[config.mk]
export PLATFORM = sky130hd
export DESIGN_NAME = uart_tx_packetizer_flat
export DESIGN_NICKNAME = d
export VERILOG_FILES = /design/src/rtl/uart_pkg.sv /design/src/rtl/uart_tx_packetizer_if.sv /design/src/rtl/sync_fifo.sv /design/src/rtl/uart_tx_packetizer.sv /design/src/flat_wrapper.sv
export SDC_FILE = /design/constraint.sdc
export NUM_CORES = 1
export LEC_CHECK = 0
export CAP_MARGIN = 20
export CORE_MARGIN = 2
export CORE_UTILIZATION = 60
export CTS_BUF_LIST = sky130_fd_sc_hd__clkbuf_8
export CTS_CLUSTER_DIAMETER = 120
export CTS_CLUSTER_SIZE = 25
export DETAILED_ROUTE_END_ITERATION = 7
export PLACE_DENSITY_LB_ADDON = 0.25
export SETUP_SLACK_MARGIN = 0.05
export SKIP_LAST_GASP = 1
export SYNTH_ARGS = -nofsm -noshare
export SYNTH_HDL_FRONTEND = slang
export SYNTH_HIERARCHICAL = 1
export SYNTH_SLANG_ARGS = --single-unit
[constraint.sdc]
create_clock -name i_CLK -period 6.71 [get_ports i_CLK]
set_input_delay 1.342 -clock i_CLK [delete_from_list [all_inputs] [get_ports i_CLK]]
set_output_delay 1.342 -clock i_CLK [all_outputs]
set_load 0.01 [all_outputs]
[src/rtl/uart_pkg.sv]
// Shared constants, state encoding and packet formatters
// for the UART TX packetizer.
package uart_pkg;

  localparam int PKT_W = 40;

  localparam logic [7:0] HDR_A  = 8'h41;
  localparam logic [7:0] HDR_M  = 8'h4D;
  localparam logic [7:0] HDR_LA = 8'h61;
  localparam logic [7:0] HDR_LM = 8'h6D;
  localparam logic [7:0] HDR_R  = 8'h52;
  localparam logic [7:0] HDR_S  = 8'h53;

  typedef enum logic [1:0] {
    ST_IDLE,
    ST_PRESENT,
    ST_WAIT_DONE
  } tx_state_t;

  function automatic logic [PKT_W-1:0] fmt_ads(
    input logic [31:0] d
  );
    return {HDR_A, d};
  endfunction

  function automatic logic [PKT_W-1:0] fmt_mpr(
    input logic [15:0] d
  );
    return {HDR_M, d, 16'h0};
  endfunction

  function automatic logic [PKT_W-1:0] fmt_reg(
    input logic       src,
    input logic [7:0] addr,
    input logic [7:0] data
  );
    return {src ? HDR_LA : HDR_LM, addr, data, 16'h0};
  endfunction

endpackage

[src/rtl/uart_tx_packetizer_if.sv]
// Packet handshake towards the UART controller TX port.
// master = packetizer, slave = controller.
interface uart_tx_packetizer_if;
  import uart_pkg::*;

  logic [PKT_W-1:0] o_UART_DATA_TX;
  logic             o_UART_DATA_TX_VALID;
  logic             i_DATA_TX_READY;

  modport master (
    output o_UART_DATA_TX,
    output o_UART_DATA_TX_VALID,
    input  i_DATA_TX_READY
  );

  modport slave (
    input  o_UART_DATA_TX,
    input  o_UART_DATA_TX_VALID,
    output i_DATA_TX_READY
  );
endinterface

[src/rtl/sync_fifo.sv]
// Synchronous FIFO with flush, level and full/empty flags.
// Push on full and pop on empty are ignored.
module sync_fifo #(
  parameter int WIDTH = 40,
  parameter int DEPTH = 4,
  localparam int AW = $clog2(DEPTH)
) (
  input  logic             clk,
  input  logic             rst_n,
  input  logic             push,
  input  logic             pop,
  input  logic             flush,
  input  logic [WIDTH-1:0] din,
  output logic [WIDTH-1:0] dout,
  output logic             full,
  output logic             empty,
  output logic [AW:0]      level
);

  logic [WIDTH-1:0] mem [DEPTH];
  logic [AW-1:0]    wr_ptr;
  logic [AW-1:0]    rd_ptr;
  logic             do_push;
  logic             do_pop;

  assign full    = (level == (AW+1)'(DEPTH));
  assign empty   = (level == '0);
  assign do_push = push && !full && !flush;
  assign do_pop  = pop && !empty && !flush;
  assign dout    = mem[rd_ptr];

  always_ff @(posedge clk) begin
    if (do_push) mem[wr_ptr] <= din;
  end

  always_ff @(posedge clk or negedge rst_n) begin
    if (!rst_n) begin
      wr_ptr <= '0;
      rd_ptr <= '0;
      level  <= '0;
    end else if (flush) begin
      wr_ptr <= '0;
      rd_ptr <= '0;
      level  <= '0;
    end else begin
      if (do_push) wr_ptr <= wr_ptr + AW'(1);
      if (do_pop)  rd_ptr <= rd_ptr + AW'(1);
      unique case ({do_push, do_pop})
        2'b10:   level <= level + (AW+1)'(1);
        2'b01:   level <= level - (AW+1)'(1);
        default: level <= level;
      endcase
    end
  end

endmodule

[src/rtl/uart_tx_packetizer.sv]
// Formats sensor results into 40-bit packets, queues them
// and hands them one at a time to the UART controller.
module uart_tx_packetizer
  import uart_pkg::*;
#(
  parameter int FIFO_DEPTH = 4,
  parameter int DROP_CNT_W = 8
) (
  input  logic                          i_CLK,
  input  logic                          i_RSTN,
  input  logic [31:0]                   i_ADS_DATA,
  input  logic                          i_ADS_DATA_VALID,
  input  logic [15:0]                   i_MPR_DATA,
  input  logic                          i_MPR_DATA_VALID,
  input  logic [7:0]                    i_REG_ADDR,
  input  logic [7:0]                    i_REG_DATA,
  input  logic                          i_REG_SRC,
  input  logic                          i_REG_DATA_VALID,
  input  logic                          i_FLUSH,
  uart_tx_packetizer_if.master          tx,
  output logic [$clog2(FIFO_DEPTH):0]   o_FIFO_LEVEL,
  output logic [DROP_CNT_W-1:0]         o_DROP_CNT
);

  logic [PKT_W-1:0] reg_pkt, ads_pkt, mpr_pkt;
  logic [PKT_W-1:0] push_pkt, head;
  logic reg_pend, ads_pend, mpr_pend;
  logic sel_reg, sel_ads, sel_mpr;
  logic push, pop, full, empty, hold;
  logic reg_drop, ads_drop, mpr_drop;
  logic [1:0] drop_n;
  logic [DROP_CNT_W+1:0] drop_sum;
  logic rdy;
  tx_state_t state;

  assign rdy = tx.i_DATA_TX_READY;

  always_comb begin
    sel_reg = !i_FLUSH && !full && reg_pend;
    sel_ads = !i_FLUSH && !full && !reg_pend && ads_pend;
    sel_mpr = !i_FLUSH && !full && !reg_pend
              && !ads_pend && mpr_pend;
    push = sel_reg || sel_ads || sel_mpr;
    push_pkt = '0;
    unique case (1'b1)
      sel_reg: push_pkt = reg_pkt;
      sel_ads: push_pkt = ads_pkt;
      sel_mpr: push_pkt = mpr_pkt;
      default: push_pkt = '0;
    endcase
  end

  // a strobe landing on a flag that is being pushed is not a drop
  always_comb begin
    reg_drop = !i_FLUSH && i_REG_DATA_VALID && reg_pend && !sel_reg;
    ads_drop = !i_FLUSH && i_ADS_DATA_VALID && ads_pend && !sel_ads;
    mpr_drop = !i_FLUSH && i_MPR_DATA_VALID && mpr_pend && !sel_mpr;
    drop_n = 2'(reg_drop) + 2'(ads_drop) + 2'(mpr_drop);
    drop_sum = {2'b00, o_DROP_CNT} + (DROP_CNT_W+2)'(drop_n);
  end

  assign pop = (state == ST_PRESENT) && !rdy && !i_FLUSH;

  always_ff @(posedge i_CLK or negedge i_RSTN) begin
    if (!i_RSTN) begin
      reg_pend   <= 1'b0;
      ads_pend   <= 1'b0;
      mpr_pend   <= 1'b0;
      reg_pkt    <= '0;
      ads_pkt    <= '0;
      mpr_pkt    <= '0;
      o_DROP_CNT <= '0;
    end else begin
      if (|drop_sum[DROP_CNT_W+1:DROP_CNT_W]) o_DROP_CNT <= '1;
      else o_DROP_CNT <= drop_sum[DROP_CNT_W-1:0];
      if (i_FLUSH) begin
        reg_pend <= 1'b0;
        ads_pend <= 1'b0;
        mpr_pend <= 1'b0;
      end else begin
        if (i_REG_DATA_VALID) begin
          reg_pend <= 1'b1;
          reg_pkt  <= fmt_reg(i_REG_SRC, i_REG_ADDR, i_REG_DATA);
        end else if (sel_reg) reg_pend <= 1'b0;
        if (i_ADS_DATA_VALID) begin
          ads_pend <= 1'b1;
          ads_pkt  <= fmt_ads(i_ADS_DATA);
        end else if (sel_ads) ads_pend <= 1'b0;
        if (i_MPR_DATA_VALID) begin
          mpr_pend <= 1'b1;
          mpr_pkt  <= fmt_mpr(i_MPR_DATA);
        end else if (sel_mpr) mpr_pend <= 1'b0;
      end
    end
  end

  sync_fifo #(
    .WIDTH (PKT_W),
    .DEPTH (FIFO_DEPTH)
  ) u_fifo (
    .clk   (i_CLK),
    .rst_n (i_RSTN),
    .push  (push),
    .pop   (pop),
    .flush (i_FLUSH),
    .din   (push_pkt),
    .dout  (head),
    .full  (full),
    .empty (empty),
    .level (o_FIFO_LEVEL)
  );

  // hold keeps a flushed mid-transmission controller from
  // being handed a packet before it reports done
  always_ff @(posedge i_CLK or negedge i_RSTN) begin
    if (!i_RSTN) begin
      state                  <= ST_IDLE;
      hold                   <= 1'b0;
      tx.o_UART_DATA_TX       <= '0;
      tx.o_UART_DATA_TX_VALID <= 1'b0;
    end else if (i_FLUSH) begin
      state                  <= ST_IDLE;
      tx.o_UART_DATA_TX_VALID <= 1'b0;
      hold <= (state == ST_WAIT_DONE)
              || (state == ST_PRESENT && !rdy)
              || (hold && !rdy);
    end else begin
      unique case (state)
        ST_IDLE: begin
          if (hold) begin
            if (rdy) hold <= 1'b0;
          end else if (!empty && rdy) begin
            tx.o_UART_DATA_TX       <= head;
            tx.o_UART_DATA_TX_VALID <= 1'b1;
            state                  <= ST_PRESENT;
          end
        end
        ST_PRESENT: begin
          if (!rdy) begin
            tx.o_UART_DATA_TX_VALID <= 1'b0;
            state                  <= ST_WAIT_DONE;
          end
        end
        ST_WAIT_DONE: begin
          if (rdy) state <= ST_IDLE;
        end
        default: state <= ST_IDLE;
      endcase
    end
  end

endmodule
[src/flat_wrapper.sv]
// flat-port wrapper written by rule: the top's interface ports become plain ports
module uart_tx_packetizer_flat import uart_pkg::*;
#(
  parameter int FIFO_DEPTH = 4,
  parameter int DROP_CNT_W = 8
)
  (i_CLK, i_RSTN, i_ADS_DATA, i_ADS_DATA_VALID, i_MPR_DATA, i_MPR_DATA_VALID, i_REG_ADDR, i_REG_DATA, i_REG_SRC, i_REG_DATA_VALID, i_FLUSH, o_FIFO_LEVEL, o_DROP_CNT, tx_o_UART_DATA_TX, tx_o_UART_DATA_TX_VALID, tx_i_DATA_TX_READY);
  uart_tx_packetizer_if tx_i ();
  input  logic i_CLK;
  input  logic i_RSTN;
  input  logic [31:0] i_ADS_DATA;
  input  logic i_ADS_DATA_VALID;
  input  logic [15:0] i_MPR_DATA;
  input  logic i_MPR_DATA_VALID;
  input  logic [7:0] i_REG_ADDR;
  input  logic [7:0] i_REG_DATA;
  input  logic i_REG_SRC;
  input  logic i_REG_DATA_VALID;
  input  logic i_FLUSH;
  output logic [$clog2(FIFO_DEPTH):0] o_FIFO_LEVEL;
  output logic [DROP_CNT_W-1:0] o_DROP_CNT;
  output wire logic [$bits(tx_i.o_UART_DATA_TX)-1:0] tx_o_UART_DATA_TX;
  output wire logic [$bits(tx_i.o_UART_DATA_TX_VALID)-1:0] tx_o_UART_DATA_TX_VALID;
  input wire logic [$bits(tx_i.i_DATA_TX_READY)-1:0] tx_i_DATA_TX_READY;
  assign tx_o_UART_DATA_TX = tx_i.o_UART_DATA_TX;
  assign tx_o_UART_DATA_TX_VALID = tx_i.o_UART_DATA_TX_VALID;
  assign tx_i.i_DATA_TX_READY = tx_i_DATA_TX_READY;
  uart_tx_packetizer #(.FIFO_DEPTH(FIFO_DEPTH), .DROP_CNT_W(DROP_CNT_W)) u_core (.i_CLK(i_CLK), .i_RSTN(i_RSTN), .i_ADS_DATA(i_ADS_DATA), .i_ADS_DATA_VALID(i_ADS_DATA_VALID), .i_MPR_DATA(i_MPR_DATA), .i_MPR_DATA_VALID(i_MPR_DATA_VALID), .i_REG_ADDR(i_REG_ADDR), .i_REG_DATA(i_REG_DATA), .i_REG_SRC(i_REG_SRC), .i_REG_DATA_VALID(i_REG_DATA_VALID), .i_FLUSH(i_FLUSH), .tx(tx_i), .o_FIFO_LEVEL(o_FIFO_LEVEL), .o_DROP_CNT(o_DROP_CNT));
endmodule
# Word level (Yosys, flattened, before mapping)
# Memory sizes are Yosys's and may differ from the RTL's. A register that Yosys moved wholly into a read port is not among the register bits.
# Index checks and enable logic that the tools add are counted.
[classes]
n_addsub = 7
n_eq_ne = 9
n_mux = 35
n_bitwise = 2
reduce_logical = 54
[ops]
columns = ["op", "n"]
rows = [
  ["40-bit case mux with 3 select lines", 1],
  ["1-bit logical AND", 23],
  ["1-bit 2-to-1 mux", 19],
  ["2-bit 2-to-1 mux", 9],
  ["3-bit nonzero test", 5],
  ["4-bit AND reduction", 3],
  ["1-bit zero test", 10],
  ["8-bit by 2-bit adder with 9-bit output", 1],
  ["3-bit inequality test (second input constant)", 3],
  ["8-bit 2-to-1 mux", 1],
  ["2-bit case mux with 3 select lines", 1],
  ["3-bit case mux with 2 select lines", 1],
  ["2-bit AND reduction", 3],
  ["2-bit nonzero test", 3],
  ["2-bit by 1-bit adder with 2-bit output (second input constant)", 2],
  ["2-bit by 1-bit == test with 1-bit output (second input constant)", 2],
  ["2-bit == test (second input constant)", 2],
  ["1-bit logical OR", 4],
  ["4-bit 2-to-1 mux", 1],
  ["3-bit by 1-bit adder with 3-bit output (second input constant)", 1],
  ["3-bit == test (second input constant)", 1],
  ["3-bit zero test", 1],
  ["3-bit 2-to-1 mux", 1],
  ["3-bit by 2-bit inequality test with 1-bit output (second input constant)", 1],
  ["other kinds (7)", 8],
]
[word_totals]
regBits = 96
ramBits = 160
in_bits = 72
out_inout_bits = 52
word_cells = 121
mem_count = 1
[mem_list]
columns = ["memory", "words", "word_bits", "read_ports", "rd_clocked_by_memory_dff", "wr", "line_no", "source"]
rows = [
  ["u_core.u_fifo.mem", 4, 40, 1, 1, 1, "sync_fifo.sv:20", "logic [WIDTH-1:0] mem [DEPTH];"],
]

# Logic depth before layout (Yosys ltp)
# Gate-level depths: netlist (run 1).
[logic_depth]
ltp_word = 12
ltp_mapped = 14
mapped_depth_nobuf = 11

# Modules after synthesis
# The synthesis (run 1) kept the hierarchy.
[by_module_without_submodules]
columns = ["module", "n_inst", "cells_each", "area_each_um2", "seq_area_each_um2"]
rows = [
  ["sync_fifo", 1, 275, 6387.4, 4979.8],
  ["uart_tx_packetizer", 1, 375, 5238.8, 3078.0],
]

# Least setup slack after synthesis (run 1)
# No wires, ideal clock.
[synth_timing]
path_type = "input port to flip-flop"
startpoint = "input port i_FLUSH"
endpoint = "memory u_core.u_fifo.mem[0][0] (enable)"
setup_ps = 401
arrival_ps = 3514
required_ps = 6309
path_slack_ps = 2795
stages = 7
n_path_buf = 2
cell_sequence = "nor3_2 -> and3b_1 -> buf_2 -> or3_1 -> buf_4 -> nor3b_2 -> and2_1"
[synth_between]
elab_chain_cells = 10
elab_cells_between_ends = 13
cone_classes = "2 x mux; 11 x reduce/logical"
[synth_rtl]
columns = ["item", "line_no", "source"]
rows = [
  ["start: declaration", "flat_wrapper.sv:19", "input logic i_FLUSH;"],
  ["1-bit zero test (*)", "uart_tx_packetizer.sv:39, uart_tx_packetizer.sv:40, uart_tx_packetizer.sv:41", ""],
  ["1-bit logical AND (*)", "uart_tx_packetizer.sv:39, uart_tx_packetizer.sv:40, uart_tx_packetizer.sv:41", ""],
  ["1-bit logical AND", "uart_tx_packetizer.sv:40, uart_tx_packetizer.sv:41", ""],
  ["1-bit logical AND (on tied branches)", "uart_tx_packetizer.sv:40, uart_tx_packetizer.sv:42", ""],
  ["1-bit logical OR / 1-bit logical AND (equally long branches)", "uart_tx_packetizer.sv:43, uart_tx_packetizer.sv:42", ""],
  ["1-bit logical OR (*)", "uart_tx_packetizer.sv:43", "push = sel_reg || sel_ads || sel_mpr;"],
  ["named net u_core.push", "uart_tx_packetizer.sv:29", "logic push, pop, full, empty, hold;"],
  ["1-bit logical AND (*) (2 in a row)", "sync_fifo.sv:28", "assign do_push = push && !full && !flush;"],
  ["1-bit 2-to-1 mux (*)", "sync_fifo.sv:33", "if (do_push) mem[wr_ptr] <= din;"],
  ["1-bit 2-to-1 mux (not written as such) (*)", "sync_fifo.sv:33", ""],
  ["end: declaration", "sync_fifo.sv:20", ""],
]
# Mark *: on every way through the listed nets, which the timed path passes. The rest lies on a longest branch.

# Worst setup path in the final report (run 1)
[layout_timing]
startpoint = "input port i_FLUSH"
endpoint = "memory u_core.u_fifo.mem[3][14] (enable)"
# The elaborated chain is that of the path after synthesis.

==> key figures, run 1 <==
Critical path
  • Worst path max stage delay: approximately 0.91 ns
  • Req. time, crit path: ~6.9 ns
  • Critical Path End Type: register
  • Critical Path Fanout Max: 40
  • Setup crit start kind: input port
  • CP top delay family: simple AND/OR/NAND/NOR gates
  • Most used cell along the critical path: buf_4
  • Slowest cell on the critical path: and2_2
  • Buffers and inverters on the worst path: 3
  • Arrival @ worst endpoint: between 4 and 5 ns
  • CP cell instances: clkdlybuf4s50_1 -> buf_4 -> nor3_2 -> buf_4 -> and3b_1 -> or3_1 -> nor3b_2 -> and2_2
  • Setup CP Type: input port to register

Detailed routing
  • DRT iter0 DRCs: a little over 300
  • Drt via density: 5.718
  • DRC Markers: 0
  • First-pass DRT Iterations: 4
  • Post-route ant nets: 0
  • Vias: around 6000
  • Routed Wire Length: ~21 mm
  • Routed length per instance: roughly 20 um

Clock tree
  • Cts bufs inserted: 15
  • CTS tree: built
  • Setup bufs post-CTS: 0
  • Worst-skew pair later-pin latency: 0.52 ns
  • Clock Sinks: 290
  • H-tree depth: 1
  • Root Driver: clkbuf_8
  • Hold Buf Count CTS: 0
  • Worst-case clock buffer depth: 3
  • Gates resized, CTS repair: 0
  • Clk slew on worst S/H paths: approximately 0.14 ns

Run
  • Max cap viols: 0

Synth
  • Mux contribution to synthesized area: 0.1800
  • Asr flop ratio synth: 0.4483
  • Post-Synth Simple-Gate Area: 0.05273
  • Post-Synth Adder-Cell Area: 0.01162
  • Synth Area in Compound Gates: 0.03401
  • Synth unique cells: 51
  • Share of the yosys chip area belonging to registers: 0.6931
  • Synth area leader: edfxtp_1
  • Number of synthesized flops with an enable pin: 160
  • Mapped cell area: between 0.01 and 0.015 mm^2
  • Yosys top cell area share: 0.4133
  • Ys flop type: edfxtp_1
  • Post-Synthesis Cells: 650
  • Main combinational cell family by area after synthesis: multiplexers
  • Yosys reg bits: slightly below 300
  • Top cells by area, synth: edfxtp_1 41%, dfrtp_1 28%, mux2_2 10%
  • XOR/XNOR Fraction of Synth Area: 0.006027
  • Yosys warns: 6
  • Avg Inst Size Synth: around 18 um^2

STA
  • RSZ-0062 raised after global routing: no
  • Min cycle time layout: between 4 and 5 ns
  • Hold Fails Final Rpt: 0
  • F_max: around 220 MHz
  • Final worst-path cycle share: 0.6831
  • Slew Limit Fails: 0
  • Max-Slew Margin vs Limit: 0.2776
  • Final Skew: 0.01834 ns
  • Minimum hold slack: roughly 0.48 ns
  • Least-Margin Pin Slew: roughly 1.1 ns
  • Setup-failing EPs final: 0
  • Setup TNS Final: 0 ns

Finish
  • Area growth syn-to-layout: 14.67%
  • Layout cell share with drive strength beyond 1: 0.2407
  • Ant diodes: 0
  • Fillcell total: 1182
  • Multi-input gate area: approximately 0.0034 mm^2
  • Reg area: 0.008060 mm^2
  • # nets final: 854

Global route
  • GRT overflow: 0
  • Largest net degree at the start of global routing: 77
  • First-pass GRT wire length: about 33 mm
  • Global-route usage over all layers: 0.2087
  • Antenna violations before repair: 1
  • Vias in the first global route: ~6300

Placement
  • Post-detail-place hpwl: between 10 and 15 mm
  • PortBufs: about 120
  • Routability Congestion: 0.7765

Power and ir drop
  • Lkg Pwr: slightly below 5 nW
  • Power density cells: around 280 mW/mm^2
  • Maximum vdd drop: 0.1759 mV

Floorplan
  • Site row count: 50
  • Die width: around 140 um
  • Placeable Area: 0.01883 mm^2
  • Ports: approximately 120
  • Full die area: 0.02051 mm^2
  • Die Y-Extent: between 100 and 150 um
  • Initial Utilization: 0.6174

Status
  • Status: complete, no violations

Hold path
  • Worst Hold Class: register to register
-- report_power, final --
part	switching [mW]	internal, mW	leakage, nW
Sequential	0.141	2.12	2.98
Clock	0.489	0.218	0.162
Combinational	0.306	0.474	1.73
-- final timing paths --
check                      depth (start not counted)  slack [ns]                     endpoint                    from
setup reg to reg                                   7        2.86     u_core/u_fifo/mem[3][14]  u_core/u_fifo/level[2]
setup / recovery                                   8        2.13     u_core/u_fifo/mem[3][14]                 i_FLUSH
min in group asynchronous                          1        0.76  u_core/tx.o_UART_DATA_TX[2]                  i_RSTN
hold / removal                                     1        0.48           u_core/reg_pkt[32]      u_core/reg_pkt[32]
max in group asynchronous                          2        4.55      u_core/u_fifo/rd_ptr[1]                  i_RSTN
hold reg to reg                                    1        0.48           u_core/reg_pkt[32]      u_core/reg_pkt[32]
-- logic make-up (layout without fill, tap and decap cells) --
logic type	after synthesis	count (layout)
mux	146	146
simple gates	100	100
other cells	1	12
fa+ha+maj	9	9
buf+inv	46	166
flops	290	290
xor+xnor	8	8
compound gates	50	50
-- metal layers --
metal  GRT usage  up-vias  wire length [um]
met3     0.02817       17              1088
li1            -     2714                 -
met2      0.3513      175             10540
met5           0        -                 0
met1      0.2991     3046              9219
met4     0.04013        0               233
-- per-stage QoR --
| stage | setup slack [ns] | utilization | cell area [um^2] | instances | total power [mW] |
|---|---|---|---|---|---|
| 3_5_place_dp | 1.598 | 0.6946 | 13080 | 1016 | 3.087 |
| 5_1_grt | 1.846 | 0.7080 | 13330 | 1041 | 3.919 |
| 3_3_place_gp | 1.722 | 0.6946 | 13080 | 1016 | 3.045 |
| 2_1_floorplan | 2.795 | - | 11670 | 661 | 2.640 |
| 6_report | 2.126 | 0.7080 | 13330 | 1041 | 3.744 |
| 4_1_cts | 2.142 | 0.7080 | 13330 | 1041 | 3.790 |
-- cell usage after synthesis (3+ instances only) --
master	count
a21oi_1	9
a221o_1	17
and2_1	23
and3_1	17
buf_2	17
buf_4	5
buf_6	6
clkbuf_1	8
dfrtp_1	130
edfxtp_1	160
fa_1	3
ha_1	6
inv_1	10
mux2_2	103
mux4_2	40
nand2_1	4
nand2b_1	3
nand3_1	8
nor2_1	14
nor2b_1	6
nor3_1	4
o21a_1	3
o21ai_0	8
or2_2	4
or3_1	3
xnor2_1	4
xor2_1	4
-- layout by cell type, fill, tap and decap left out, types with 3 or more instances in the layout --
master	n
a21oi_1	9
a221o_1	17
and2_1	19
and2_2	4
and3_1	17
buf_4	8
clkbuf_8	15
clkdlybuf4s50_1	122
conb_1	12
dfrtp_1	128
edfxtp_1	160
fa_1	3
ha_1	6
inv_1	19
mux2_2	103
mux4_2	40
nand2_1	4
nand2b_1	3
nand3_1	8
nor2_1	14
nor2b_1	5
nor3_1	4
o21a_1	3
o21ai_0	8
or2_2	4
or3_1	3
xnor2_1	4
xor2_1	4
-- state kept, by name, summed over array words and instances, names as in the netlist, 2 cells and up --
name	flops
u_core/reg_pkt	18
u_core/o_DROP_CNT	8
u_core/mpr_pkt	17
u_core/u_fifo/level	3
u_core/state	2
u_core/u_fifo/mem	160
u_core/u_fifo/rd_ptr	2
u_core/ads_pkt	33
u_core/tx.o_UART_DATA_TX	40
u_core/u_fifo/wr_ptr	2
-- layout make-up --
type,instances,area share
well taps,260,0.02440
flip-flops and latches,290,0.6046
clock buffers,15,0.01549
inverters,10,0.002816
clock inverters,10,0.003379
repair buffers,131,0.09695
multi-input cells,325,0.2524
Note: power is estimated with default switching activity, not from simulation.
==> inputs of run 2 (changes only) <==
--- a/config.mk
+++ b/config.mk
@@ -7,7 +7,7 @@
 export LEC_CHECK = 0
 export CAP_MARGIN = 20
 export CORE_MARGIN = 2
-export CORE_UTILIZATION = 60
+export CORE_UTILIZATION = 53
 export CTS_BUF_LIST = sky130_fd_sc_hd__clkbuf_8
 export CTS_CLUSTER_DIAMETER = 120
 export CTS_CLUSTER_SIZE = 25
==> constraint.sdc (replaced) <==
create_clock -name i_CLK -period 3.7 [get_ports i_CLK]
set_input_delay 0.74 -clock i_CLK [delete_from_list [all_inputs] [get_ports i_CLK]]
set_output_delay 0.74 -clock i_CLK [all_outputs]
set_load 0.01 [all_outputs]
==> key figures, run 2 (synthesis gave the netlist of run 1 again) <==
Status
  • Status: complete, no violations

Finish
  • Max FFs per register: 160
  • Post-route cell area: ~0.013 mm^2
  • Commonest non-fill, non-tap cell in the layout: edfxtp_1
  • Layout cell share with drive strength beyond 1: 0.2487
  • Most frequent cells in the layout: 160 x edfxtp_1, 128 x dfrtp_1, 122 x clkdlybuf4s50_1, 103 x mux2_2, 40 x mux4_2
  • Area growth syn-to-layout: 15.54%
  • Multi-input gate area: 0.003364 mm^2
  • # nets final: 861
  • Fillcell total: around 1600
  • Final std cells w/o fill: 1068
  • Largest regs: u_core/u_fifo/mem (160), u_core/tx.o_UART_DATA_TX (40), u_core/ads_pkt (33)
  • Top reg by flops: u_core/u_fifo/mem
  • Ant diodes: 0
  • Reg area: roughly 0.0081 mm^2

Critical path
  • Reg-to-reg setup timing slack: between 0.5 and 0.6 ns
  • Arrival @ worst endpoint: between 3 and 4 ns
  • R2r endpoint: u_core/u_fifo/level[1]
  • Critical Path End Type: register
  • Setup CP Type: register to register
  • Setup crit start kind: register
  • Critical Path Fanout Max: 11
  • Worst reg2reg path depth: 10
  • Req. time, crit path: a little over 4 ns
  • Worst r2r src: u_core/u_fifo/level[2]

Run
  • Max cap viols: 0

Global route
  • Global-route usage over all layers: 0.1838
  • GRT overflow: 0
  • Vias in the first global route: 6339
  • Antenna violations before repair: 0
  • Largest net degree at the start of global routing: 73
  • First-pass GRT wire length: roughly 34 mm

Clock tree
  • Root Driver: clkbuf_8
  • Clk slew on worst S/H paths: 0.15 ns
  • CTS tree: built
  • H-tree depth: 1
  • Cts bufs inserted: 15
  • Hold Buf Count CTS: 0
  • Setup bufs post-CTS: 0
  • Clock Sinks: 290
  • Worst-skew pair later-pin latency: approximately 0.53 ns
  • Gates resized, CTS repair: 0
  • Worst-case clock buffer depth: 3

STA
  • Min cycle time layout: around 3.1 ns
  • Minimum hold slack: 0.1930 ns
  • Final Skew: 0.02219 ns
  • Setup-failing EPs final: 0
  • RSZ-0062 raised after global routing: no
  • Final worst-path cycle share: 0.8506
  • Max-Slew Margin vs Limit: 0.2734
  • Setup slack after layout: between 0.5 and 0.6 ns
  • Slew Limit Fails: 0
  • Least-Margin Pin Slew: 1.090 ns
  • Setup TNS Final: 0 ns
  • Hold Fails Final Rpt: 0
  • F_max: between 300 and 400 MHz

Placement
  • Post-detail-place hpwl: ~14 mm
  • Pre-CTS setup slack: ~0.22 ns
  • Post-Place Cell Area: ~0.013 mm^2
  • Routability Congestion: 0.7834
  • PortBufs: 123
  • Placed Cells: 1042

Floorplan
  • Die width: ~150 um
  • Full die area: ~0.023 mm^2
  • Die Y-Extent: between 150 and 200 um
  • Placeable Area: between 0.02 and 0.025 mm^2
  • Site row count: 54
  • Initial Utilization: 0.5361
  • Ports: around 120

Detailed routing
  • Drt via density: ~5.5
  • Post-route ant nets: 0
  • DRC Markers: 0
  • Routed length per instance: about 20 um
  • Vias: 5904
  • DRT iter0 DRCs: 370
  • Routed Wire Length: 20.94 mm
  • First-pass DRT Iterations: 7

Power and ir drop
  • Lkg Pwr: slightly below 5 nW
  • Maximum vdd drop: roughly 0.30 mV
  • Power density cells: ~500 mW/mm^2

Hold path
  • Worst Hold Class: input port to asynchronous set/reset pin
-- run 2: cell count changes in the layout (fill, tap and decap cells not counted), sizes merged --
cell    before  now
buf          9   16
clkinv       0    1
inv         20   19
-- run 2: critical path, cell delays in order (launching register included) --
cell	delay, ns
dfrtp_1	0.55
nor3b_4	0.45
nor3_2	0.09
and3b_1	0.19
or3_1	0.36
buf_4	0.19
nor2b_1	0.16
nor3_1	0.28
fa_1	0.51
a31oi_1	0.20
a2111oi_2	0.07
-- run 2: routing by layer --
metal | routed length [um] | track usage
met4 | 240 | 0.03382
met3 | 1192 | 0.02481
met1 | 9165 | 0.2648
met2 | 10340 | 0.3080
met5 | 0 | 0
-- run 2: worst max-delay path by stage --
stage	endpoint	from	depth (start not counted)
2_1_floorplan	u_core/u_fifo/mem[0][0]	i_FLUSH	7
3_3_place_gp	u_core/o_DROP_CNT[6]	i_FLUSH	10
3_5_place_dp	u_core/u_fifo/level[1]	i_FLUSH	10
6_report	u_core/u_fifo/level[1]	u_core/u_fifo/level[2]	10
5_1_grt	u_core/u_fifo/level[1]	u_core/u_fifo/level[2]	10
4_1_cts	u_core/u_fifo/level[1]	u_core/u_fifo/level[2]	10
-- run 2: metrics by stage --
stage	power, mW	utilization
detailed placement	5.591	0.6069
global route	7.123	0.6194
CTS	6.866	0.6184
floorplan	4.787	-
global placement	5.531	0.6069
finish	6.785	0.6194
-- run 2: power by group --
group,total [mW],switching [mW],internal (mW)
Combinational,1.41,0.544,0.867
Clock,1.29,0.897,0.393
Sequential,4.08,0.247,3.84
-- run 2: cell type report --
type                       instances  area share
inverter                          10    0.002794
clock buffer                      15     0.01537
multi-input combinational        325      0.2505
timing repair buffer             138      0.1020
clock inverter                    10    0.003260
sequential                       290      0.6000
tap                              280     0.02608
